`src/rtl/zx_tape_player.sv`:
```
// zx_tape_player: tape engine for the ZX80/ZX81 core.
// Reads a .o/.p image from the tape buffer. FAST mode copies it into RAM, one
// byte per ce tick. REAL mode replays it as a ZX81 pulse stream on tape_out.
module zx_tape_player #(
  parameter int unsigned ADDR_W      = 14,
  parameter logic [15:0] BASE_ADDR   = 16'h4000,
  parameter int unsigned P_OFFSET    = 9,
  parameter int unsigned PULSE_TICKS = 975,
  parameter int unsigned GAP_TICKS   = 8450,
  parameter int unsigned LEAD_TICKS  = 3250000,
  parameter logic [7:0]  NAME_BYTE   = 8'h80
) (
  input  logic              clk_sys,
  input  logic              reset,
  input  logic              ce,
  input  logic              mode,
  input  logic              fmt_p,
  input  logic              start,
  input  logic              stop,
  input  logic [ADDR_W:0]   tape_len,
  output logic [ADDR_W-1:0] buf_addr,
  input  logic [7:0]        buf_data,
  output logic [15:0]       ram_addr,
  output logic [7:0]        ram_data,
  output logic              ram_we,
  output logic              tape_out,
  output logic              busy,
  output logic              done
);

  typedef enum logic [3:0] {
    S_IDLE, S_FETCH, S_WRITE, S_LEAD, S_NAME, S_HI, S_LO, S_GAP, S_DONE
  } state_e;

  localparam logic [22:0] P_LD    = 23'(PULSE_TICKS - 1);
  localparam logic [22:0] G_LD    = 23'(GAP_TICKS - 1);
  localparam logic [22:0] L_LD    = 23'(LEAD_TICKS - 1);
  localparam logic [ADDR_W:0] ONE = (ADDR_W+1)'(1);

  state_e            state_q;
  logic [ADDR_W-1:0] buf_addr_q;
  logic [15:0]       ram_addr_q;
  logic [7:0]        ram_data_q;
  logic              ram_we_q;
  logic              tape_out_q;
  logic              busy_q;
  logic              done_q;
  logic              fmt_q;
  logic              name_q;
  logic [ADDR_W:0]   len_q;
  logic [ADDR_W:0]   idx_q;
  logic [22:0]       tick_q;
  logic [3:0]        pulse_q;
  logic [2:0]        bit_q;
  logic [7:0]        byte_q;   // bits still to send, next one in [7]

  logic [ADDR_W:0]   idx_inc;
  logic [15:0]       p_off;

  assign idx_inc  = idx_q + ONE;
  assign p_off    = fmt_q ? 16'(P_OFFSET) : '0;

  assign buf_addr = buf_addr_q;
  assign ram_addr = ram_addr_q;
  assign ram_data = ram_data_q;
  assign ram_we   = ram_we_q;
  assign tape_out = tape_out_q;
  assign busy     = busy_q;
  assign done     = done_q;

  // remaining pulses after the first one for a given bit value
  function automatic logic [3:0] pulses_for(input logic b);
    return b ? 4'd8 : 4'd3;
  endfunction

  // playback/DMA state machine with registered outputs
  always_ff @(posedge clk_sys or posedge reset) begin
    if (reset) begin
      state_q    <= S_IDLE;
      buf_addr_q <= '0;
      ram_addr_q <= '0;
      ram_data_q <= '0;
      ram_we_q   <= 1'b0;
      tape_out_q <= 1'b0;
      busy_q     <= 1'b0;
      done_q     <= 1'b0;
      fmt_q      <= 1'b0;
      name_q     <= 1'b0;
      len_q      <= '0;
      idx_q      <= '0;
      tick_q     <= '0;
      pulse_q    <= '0;
      bit_q      <= '0;
      byte_q     <= '0;
    end else begin
      ram_we_q <= 1'b0;
      done_q   <= 1'b0;
      if (stop) begin
        state_q    <= S_IDLE;
        tape_out_q <= 1'b0;
        busy_q     <= 1'b0;
      end else begin
        unique case (state_q)
          S_IDLE: if (start) begin
            fmt_q      <= fmt_p;
            name_q     <= fmt_p;
            len_q      <= tape_len;
            idx_q      <= '0;
            buf_addr_q <= '0;
            if (tape_len == '0) begin
              state_q <= S_DONE;
              done_q  <= 1'b1;
            end else begin
              busy_q <= 1'b1;
              if (mode) begin
                state_q <= S_LEAD;
                tick_q  <= L_LD;
              end else begin
                state_q <= S_FETCH;
              end
            end
          end
          S_FETCH: state_q <= S_WRITE;
          S_WRITE: if (ce) begin
            ram_addr_q <= BASE_ADDR + p_off + 16'(idx_q);
            ram_data_q <= buf_data;
            ram_we_q   <= 1'b1;
            idx_q      <= idx_inc;
            if (idx_inc == len_q) begin
              state_q <= S_DONE;
              done_q  <= 1'b1;
              busy_q  <= 1'b0;
            end else begin
              buf_addr_q <= idx_inc[ADDR_W-1:0];
              state_q    <= S_FETCH;
            end
          end
          S_LEAD: if (ce) begin
            if (tick_q == '0) begin
              if (name_q) begin
                state_q <= S_NAME;
              end else begin
                byte_q     <= {buf_data[6:0], 1'b0};
                bit_q      <= '0;
                pulse_q    <= pulses_for(buf_data[7]);
                tick_q     <= P_LD;
                tape_out_q <= 1'b1;
                state_q    <= S_HI;
              end
            end else begin
              tick_q <= tick_q - 23'd1;
            end
          end
          S_NAME: begin
            byte_q     <= {NAME_BYTE[6:0], 1'b0};
            bit_q      <= '0;
            pulse_q    <= pulses_for(NAME_BYTE[7]);
            tick_q     <= P_LD;
            tape_out_q <= 1'b1;
            state_q    <= S_HI;
          end
          S_HI: if (ce) begin
            if (tick_q == '0) begin
              tape_out_q <= 1'b0;
              tick_q     <= P_LD;
              state_q    <= S_LO;
            end else begin
              tick_q <= tick_q - 23'd1;
            end
          end
          S_LO: if (ce) begin
            if (tick_q == '0) begin
              if (pulse_q == '0) begin
                tick_q  <= G_LD;
                state_q <= S_GAP;
                // LSB gap: prefetch the next data byte (name byte does not consume one)
                if (bit_q == 3'd7 && !name_q) begin
                  idx_q      <= idx_inc;
                  buf_addr_q <= idx_inc[ADDR_W-1:0];
                end
              end else begin
                pulse_q    <= pulse_q - 4'd1;
                tick_q     <= P_LD;
                tape_out_q <= 1'b1;
                state_q    <= S_HI;
              end
            end else begin
              tick_q <= tick_q - 23'd1;
            end
          end
          S_GAP: if (ce) begin
            if (tick_q == '0) begin
              if (bit_q != 3'd7) begin
                bit_q      <= bit_q + 3'd1;
                byte_q     <= {byte_q[6:0], 1'b0};
                pulse_q    <= pulses_for(byte_q[7]);
                tick_q     <= P_LD;
                tape_out_q <= 1'b1;
                state_q    <= S_HI;
              end else if (!name_q && idx_q == len_q) begin
                state_q <= S_DONE;
                done_q  <= 1'b1;
                busy_q  <= 1'b0;
              end else begin
                name_q     <= 1'b0;
                byte_q     <= {buf_data[6:0], 1'b0};
                bit_q      <= '0;
                pulse_q    <= pulses_for(buf_data[7]);
                tick_q     <= P_LD;
                tape_out_q <= 1'b1;
                state_q    <= S_HI;
              end
            end else begin
              tick_q <= tick_q - 23'd1;
            end
          end
          S_DONE: state_q <= S_IDLE;
          default: state_q <= S_IDLE;
        endcase
      end
    end
  end

endmodule
```
`config.mk`:
```
export PLATFORM = sky130hd
export DESIGN_NAME = zx_tape_player
export DESIGN_NICKNAME = d
export VERILOG_FILES = /design/src/rtl/zx_tape_player.sv
export SDC_FILE = /design/constraint.sdc
export NUM_CORES = 1
export LEC_CHECK = 0
export ABC_AREA = 1
export BUFFER_PORTS_ARGS = -buffer_cell sky130_fd_sc_hd__buf_2
export CAP_MARGIN = 20
export CORE_MARGIN = 2
export CORE_UTILIZATION = 30
export CTS_BUF_LIST = sky130_fd_sc_hd__clkbuf_8
export DETAILED_ROUTE_END_ITERATION = 7
export PLACE_DENSITY = 0.46
export SLEW_MARGIN = 10
export SYNTH_ARGS = -nofsm -noshare
export SYNTH_HDL_FRONTEND = slang
export SYNTH_SLANG_ARGS = --single-unit
export TNS_END_PERCENT = 50
```
`constraint.sdc`:
```
create_clock -name clk_sys -period 5.2 [get_ports clk_sys]
set_input_delay 0.26 -clock clk_sys [delete_from_list [all_inputs] [get_ports clk_sys]]
set_output_delay 0.26 -clock clk_sys [all_outputs]
set_load 0.005 [all_outputs]
```
== Word-level counts from Yosys, hierarchy flattened ==
Index checks and enable logic that the tools add are counted.
Operators by class
  add/sub/neg operators: 6
  equality and inequality tests: 49
  muxes and demuxes: 123
  bitwise gates (word level): 1
  reduce and logical (&&, ||, !) cells: 25
Operator list (number)
  23-bit 2-to-1 mux: 14
  23-bit one-hot mux with 6 select lines: 1
  14-bit 2-to-1 mux: 8
  4-bit 2-to-1 mux: 28
  15-bit 2-to-1 mux: 6
  3-bit != test, second input constant: 19
  8-bit 2-to-1 mux: 7
  15-bit one-hot mux with 3 select lines: 1
  14-bit one-hot mux with 3 select lines: 1
  1-bit 2-to-1 mux: 40
  2-bit != test, second input constant: 18
  4-bit one-hot mux with 8 select lines: 1
  15-bit equality test: 2
  8-bit one-hot mux with 3 select lines: 1
  23-bit zero test: 1
  23-bit by 1-bit subtractor with 23-bit output, second input constant: 1
  11-bit AND reduction: 2
  3-bit 2-to-1 mux: 7
  9-bit AND reduction: 2
  15-bit by 4-bit adder with 16-bit output, first input constant: 1
  16-bit by 15-bit adder with 16-bit output: 1
  4-bit by 3-bit equality test with 1-bit output, second input constant: 4
  4-bit one-hot mux with 4 select lines: 1
  8-bit AND reduction: 2
  25 further kinds: 35
Storage, ports and cells
  register bits: 116
  input bits: 30
  output and inout bits: 42
  word-level logic and storage cells: 220

== Longest topological paths before layout ==
Gate-level depths: netlist (run 1).
  word-level depth: 8
  gate-level depth with buffers: 16
  mapped depth without buffers: 16

== Worst setup path before layout (run 1) ==
Ideal clock, no wire load.
  kind: register -> register
  start: reg idx_q[1]
  end: reg buf_addr_q[10], in the netlist buf_addr[10]
  library setup time: 117 ps
  arrival time: 1917 ps
  required time: 5083 ps
  setup slack: 3167 ps
  cell stages (with the launch flop): 14
  path buffers: 1
  clock period less this slack: 2033 ps
  cells stage by stage: dfrtp_1 ha_1 nand2_2 nor2_4 nand2_1 o21ai_2 nand2_1 nand2_1 nand4_1 nor2_1 nand3_2 buf_2 nand3_1 nand2_1
On the way
  longest elaborated chain between the ends: 6
  elaborated cells between the ends (all ways): 11
  those cells by class: add/sub: 1; eq/ne: 2; mux: 7; reduce/logical: 1
RTL lines
  start: declaration: line 51  | logic [ADDR_W:0] idx_q;
  start signal: assignment: line 128  | idx_q <= idx_inc;
  start signal: assignment: line 178  | idx_q <= idx_inc;
  15-bit by 1-bit adder with 15-bit output (*): line 60  | assign idx_inc = idx_q + ONE;
  parallel branches: the longest is 5 deep, another holds 15-bit equality test
  end signal: assignment: line 134  | buf_addr_q <= idx_inc[ADDR_W-1:0];
  end signal: assignment: line 179  | buf_addr_q <= idx_inc[ADDR_W-1:0];
  end: declaration: line 41  | logic [ADDR_W-1:0] buf_addr_q;
Mark *: on every way between the ends. The select of a mux whose other input is x is not followed.
A chain may end at the register's enable or synchronous reset.

== Worst setup path in the final report (run 1) ==
  start: reg tick_q[0]
  end: reg buf_addr_q[3], in the netlist buf_addr[3]
On the way
  longest elaborated chain between the ends: 3
RTL lines
  start: declaration: line 52  | logic [22:0] tick_q;
  start signal: assignment: line 151  | tick_q <= tick_q - 23'd1;
  start signal: assignment: line 168  | tick_q <= tick_q - 23'd1;
  start signal: assignment: line 188  | tick_q <= tick_q - 23'd1;
  23-bit zero test: line 172  | if (tick_q == '0) begin
  2-bit != test (no line)
  9-bit AND reduction (no line)
No other way between the ends.

==> results of run 1 <==
-- cell usage after synthesis (2+ instances only) --
master     number  area share
inv_2          14      0.0075
buf_2          11      0.0079
clkbuf_1        9      0.0048
nor2_1        114       0.061
nand4_1        18       0.016
a21oi_1        28       0.020
xor2_1         21       0.026
nand2_1       300        0.16
o21ai_1         8      0.0057
dfrtp_1       115        0.41
nor3_1         15       0.011
or2_2           5      0.0045
ha_1            8       0.014
nor2_2         10      0.0090
nor4_1          3      0.0027
o22ai_1         9      0.0081
nand2_2         8      0.0072
nand3_2         2      0.0029
o21ai_0        95       0.068
nand3b_1        4      0.0043
nor2_4          3      0.0048
o2111ai_1       2      0.0025
nand3_1        61       0.044
inv_1         104       0.056
a211oi_1        3      0.0032
xnor2_1         7      0.0088
a31oi_1         3      0.0027
nor3_4          2      0.0047
-- cell type report --
| type | instances | area, µm² | share of cell area |
|---|---|---|---|
| clock inverters | 12 | 199 | 0.0246 |
| clock buffers | 20 | 275 | 0.0340 |
| flip-flops and latches | 115 | 2880 | 0.355 |
| multi-input cells | 740 | 3540 | 0.437 |
| inverters | 118 | 445 | 0.0550 |
| well taps | 285 | 357 | 0.0440 |
| repair buffers | 75 | 405 | 0.0501 |
-- metal layers --
metal  vias up  track usage  wire length, µm
met5         -            0                0
met4         0       0.0655              489
met3        25       0.0271              583
met2       112        0.321            10800
met1      3066        0.233             9840
li1       3357            -                -
-- flip-flops by register name, summed over array words and instances, names as in the netlist --
register and flops:
byte_q 7, len_q 15, bit_q 3, name_q 1
busy 1, ram_we 1, state_q 4, ram_addr 16
tape_out 1, done 1, buf_addr 14, ram_data 8
tick_q 23, fmt_q 1, idx_q 15, pulse_q 4
-- how the worst min path moves through the flow --
stage,end,slack [ns],cells past startpoint
floorplan,len_q[9]$_DFFE_PP0P_,0.38,2
detailed placement,buf_addr[2]$_DFFE_PP0P_,0.46,2
global placement,buf_addr[13]$_DFFE_PP0P_,0.46,2
finish,buf_addr[2]$_DFFE_PP0P_,-0.01,2
global route,len_q[11]$_DFFE_PP0P_,0.04,3
CTS,buf_addr[2]$_DFFE_PP0P_,0.02,2
-- worst max-delay path, delay by kind of cell (launching register included) --
kind / cells / cell delay (ns)
buf+inv: 4 / 0.67
flops: 1 / 0.38
fa+ha+maj: 1 / 0.25
simple gates: 9 / 1.65
-- cells by family (layout without fill, tap and decap cells) --
logic type / count (synthesis) / count (layout)
simple gates: 547 / 547
compound gates: 157 / 157
xor+xnor: 28 / 28
fa+ha+maj: 8 / 8
flops: 115 / 115
buf+inv: 141 / 225
-- where the power goes --
group | leakage (nW) | internal (mW) | switching (mW)
logic | 2.23 | 0.496 | 0.920
registers | 1.50 | 1.17 | 0.220
clock network | 0.240 | 0.611 | 0.417
==> reports/summary.txt, run 1 <==
Worst path cell trace: inv_1, ha_1, nand2_1, inv_1, nand2_1, nor2_2, nand2_2, nand2_2, inv_2, nor3_4, buf_4, nand2_2, nand2_1, nand2_1
Vias after detailed routing: 6560
Sequential fraction of the synthesis area: 0.413
Req. time, crit path: 5.53 ns
Power Dens Cells: 474 nW/µm²
Post CTS Setup Buffer Count: 0
Post-synth EDFFs: 0
CTS buffer count: 17
WHS: -0.0134 ns
Mux cell area share after synthesis: 0
Main combinational cell family by area after synthesis: simple AND/OR/NAND/NOR gates
FF+latch count, synth: 115
GRT Total Usage: 0.185
Core ar.: 22700 µm²
Commonest non-fill, non-tap cell in the layout: nand2_1
Filler instances: 2556
Die width: 156 µm
Slowest stage delay, CP: 0.51 ns
Final WL: 21800 µm
Detail Placement HPWL: 16700 µm
Initial core utilization: 0.307
Synth Area in Simple Gates: 0.336
Synth-to-Final Area Change: 16.2%
Post-Synth XOR/XNOR Area: 0.0352
# resized after CTS: 0
RSZ-0062 raised after global routing: false
Number of library cell types mapped by synthesis: 42
Synth Area in Adders: 0.0144
GPL Wtd Cong: 0.916
Worst-path clk slew: 0.09 ns
CP endpoint kind: flop
Startpoint Class: flop
Worst Path Max Fanout: 32
IO buf count: 71
Slew HR: 0.421
Global-route wire length before repair: 34900 µm
Share of cells above drive strength 1: 0.144
Syn Inst Count: 996
Compound-Gate Fraction of Synth Area: 0.122
Final WS setup: 2.10 ns
Clock Latency Late Sink: 0.46 ns
Crit path launch: tick_q[0]$_DFFE_PP0P_
Slowest-stage cell, CP: nor3_4
Leading cell types in the layout, fill and taps excluded: nand2_1 (300), dfrtp_1 (115), nor2_1 (114)
Mean Syn Cell Area: 7.00 µm²
Maximum root-to-sink buffer count: 2
DP Worst Slack: 2.13 ns
Die span in y: 156 µm
Reg-to-reg critical path endpoint: buf_addr[3]$_DFFE_PP0P_
Post-route cell area: 8100 µm²
Grt total ovfl: 0
Worst EP arrival: 3.44 ns
Number of vias per cell: 4.81
Final period util: 0.597
Dpl cells: 1333
DRC viols: 0
Worst-Margin Slew: 0.869 ns
Status: complete, but fails checks
R2R Setup Slk: 2.10 ns
Num rows: 55
Post-route minimum period: 3.10 ns
Setup TNS: 0 ns
Final Hold Vio Count: 7
Post-Layout Cell Count: 1365
TritonCTS clock tree: yes
CP Class: reg -> reg
Failing checks: hold timing
Vias in the first global route: 6456
Top_reg_cell synth: dfrtp_1
MaxCap Viol Count: 0
Antenna violations before repair: 0
CTS Root Cell: clkbuf_8
Top cell by count, worst path: nand2_1
Initial DRT Pass Iterations: 5
VDD IR max: 0.229 mV
Tightest Hold Check Type: in -> async
Final setup vio count: 0
Post-layout util: 0.357
Die footprint: 24500 µm²
Synthesized area: 6970 µm²
Area of placed instances: 7620 µm²
Post-synth net total: 1034
Ant. Diodes: 0
Clock sinks: 115
Tot Pwr: 3.84 mW
Fin nets: 1105
Crit Reg-Reg Startpoint: tick_q[0]$_DFFE_PP0P_
Largest net degree at the start of global routing: 68
Routed Antenna Nets: 0
Worst r2r path cells: 14
H-tree depth: 4
Yosys warnings: 0
Peak Freq: 322 MHz
Initial DRC count: 365
Final Skew: 0.0194 ns
Io pins: 72
Routed len/inst: 15.9 µm
Ys async rst share: 1.00
Worst setup path end: buf_addr[3]$_DFFE_PP0P_
Fin. max-slew vios: 0
Leakage: 3.97 nW
# hold bufs at CTS: 0
No activity file was read; power rests on OpenSTA's default activity.
==> run 2: changes to the inputs <==
--- a/config.mk
+++ b/config.mk
@@ -12,7 +12,7 @@
 export CORE_UTILIZATION = 30
 export CTS_BUF_LIST = sky130_fd_sc_hd__clkbuf_8
 export DETAILED_ROUTE_END_ITERATION = 7
-export PLACE_DENSITY = 0.46
+export PLACE_DENSITY = 0.48
 export SLEW_MARGIN = 10
 export SYNTH_ARGS = -nofsm -noshare
 export SYNTH_HDL_FRONTEND = slang
==> constraint.sdc (replaced) <==
create_clock -name clk_sys -period 2.6 [get_ports clk_sys]
set_input_delay 0.13 -clock clk_sys [delete_from_list [all_inputs] [get_ports clk_sys]]
set_output_delay 0.13 -clock clk_sys [all_outputs]
set_load 0.005 [all_outputs]
==> reports/summary.txt, run 2 (synthesis gave the netlist of run 1 again) <==
Tightest Hold Check Type: in -> reg
CP endpoint kind: flop
Power Dens Cells: 897 nW/µm²
Die width: 156 µm
Die footprint: 24500 µm²
Min-delay src: stop
Slowest stage delay, CP: 0.39 ns
Slowest-stage cell, CP: dfrtp_1
Global-route wire length before repair: 35400 µm
Leading cell types in the layout, fill and taps excluded: nand2_1 (300), nor2_1 (113), dfrtp_1 (112)
Tot Pwr: 7.61 mW
Synth-to-Final Area Change: 21.7%
Io pins: 72
Core ar.: 22700 µm²
GRT Total Usage: 0.186
Setup TNS: 0 ns
Crit Reg-Reg Startpoint: tick_q[0]$_DFFE_PP0P_
Clock sinks: 115
Final period util: 0.910
Ant. Diodes: 0
Worst-path clk slew: 0.07 ns
Slew HR: 0.712
RSZ-0062 raised after global routing: true
Initial core utilization: 0.307
Worst-Margin Slew: 0.421 ns
Status: completed
Peak Freq: 423 MHz
Worst EP arrival: 2.72 ns
Area of placed instances: 7800 µm²
Post-Layout Cell Count: 1412
Number of vias per cell: 4.82
Final WS setup: 0.233 ns
R2R Setup Slk: 0.23 ns
Num rows: 55
Leakage: 4.15 nW
Worst r2r path cells: 13
Initial DRC count: 563
Vias after detailed routing: 6809
Grt total ovfl: 0
Max reg flops: 23
Seq pwr share: 0.367
TritonCTS clock tree: yes
Worst path cell trace: inv_1, ha_1, nand2_1, inv_1, nand2_1, nor2_2, nand2_2, buf_4, nand2_1, inv_1, nor3_1, nand3_1, o21ai_0
GPL Wtd Cong: 0.910
Routed Antenna Nets: 0
CTS buffer count: 17
MaxCap Viol Count: 0
Crit path depth: 13
DRC viols: 0
Clock Power Share: 0.235
Startpoint Class: flop
Reg-to-reg critical path endpoint: pulse_q[1]$_DFFE_PP0P_
Fin nets: 1152
DP Worst Slack: 0.180 ns
Part of the power in combinational logic: 0.398
Psw: 3.17 mW
Initial DRT Pass Iterations: 5
Maximum root-to-sink buffer count: 2
Post-route cell area: 8480 µm²
CP Class: reg -> reg
WHS: 0.0253 ns
Worst Path Max Fanout: 10
Die span in y: 156 µm
Internal: 4.43 mW
VDD IR max: 0.442 mV
Final WL: 21800 µm
IO buf count: 71
Share of cells above drive strength 1: 0.161
Worst setup path end: pulse_q[1]$_DFFE_PP0P_
Routed len/inst: 15.4 µm
Crit path launch: tick_q[0]$_DFFE_PP0P_
Largest net degree at the start of global routing: 77
Worst path top cell family by delay: simple AND/OR/NAND/NOR gates
Clock Latency Late Sink: 0.45 ns
Sw frac: 0.417
Final Hold Vio Count: 0
Post-route minimum period: 2.37 ns
Commonest non-fill, non-tap cell in the layout: nand2_1
Dpl cells: 1355
Worst path bufs/invs: 4
Vias in the first global route: 6612
Req. time, crit path: 2.96 ns
CTS Root Cell: clkbuf_8
Final Skew: 0.0129 ns
Post-layout util: 0.373
Antenna violations before repair: 0
Fin. max-slew vios: 0
Detail Placement HPWL: 16500 µm
Final setup vio count: 0
H-tree depth: 4
Biggest register: tick_q
[run 2: how the worst min path moves through the flow]
stage,end,cells after the start,slack (ns)
2_1_floorplan,len_q[9]$_DFFE_PP0P_,2,0.25
3_3_place_gp,buf_addr[9]$_DFFE_PP0P_,3,0.24
3_5_place_dp,buf_addr[9]$_DFFE_PP0P_,3,0.24
4_1_cts,busy$_DFFE_PP0P_,2,0.003
5_1_grt,busy$_DFFE_PP0P_,2,0.04
6_report,busy$_DFFE_PP0P_,2,0.03
[run 2: metal layers]
metal,global-route usage,share of wire,up-vias
met3,0.0324,0.044,31
met1,0.238,0.45,3140
met2,0.312,0.48,186
met4,0.0716,0.028,0
li1,-,-,3452
met5,0,0,-
[run 2: power by group through the flow]
stage	Combinational, mW	Clock [mW]	Sequential [mW]
after global routing	3.47	1.92	2.87
after detailed placement	2.98	0	2.82
final	3.03	1.79	2.79
after floorplan	2.03	0	2.72
after CTS	3.03	1.84	2.79
after global placement	2.99	0	2.82
[run 2: cell type report]
cell class	count	area, µm²
inverter	118	449
clock inverter	14	161
multi-input combinational	740	3560
timing repair buffer	122	826
clock buffer	18	248
sequential	115	2880
tap	285	357
fill	2485	14200
[run 2: what timing repair did]
item | in CTS | in global routing
endpoints found under the hold margin | 141 | 0
buffers inserted | 0 | 0
setup endpoints to repair | 0 | 23
gates resized for setup | 0 | 8
hold buffers | 25 | 0
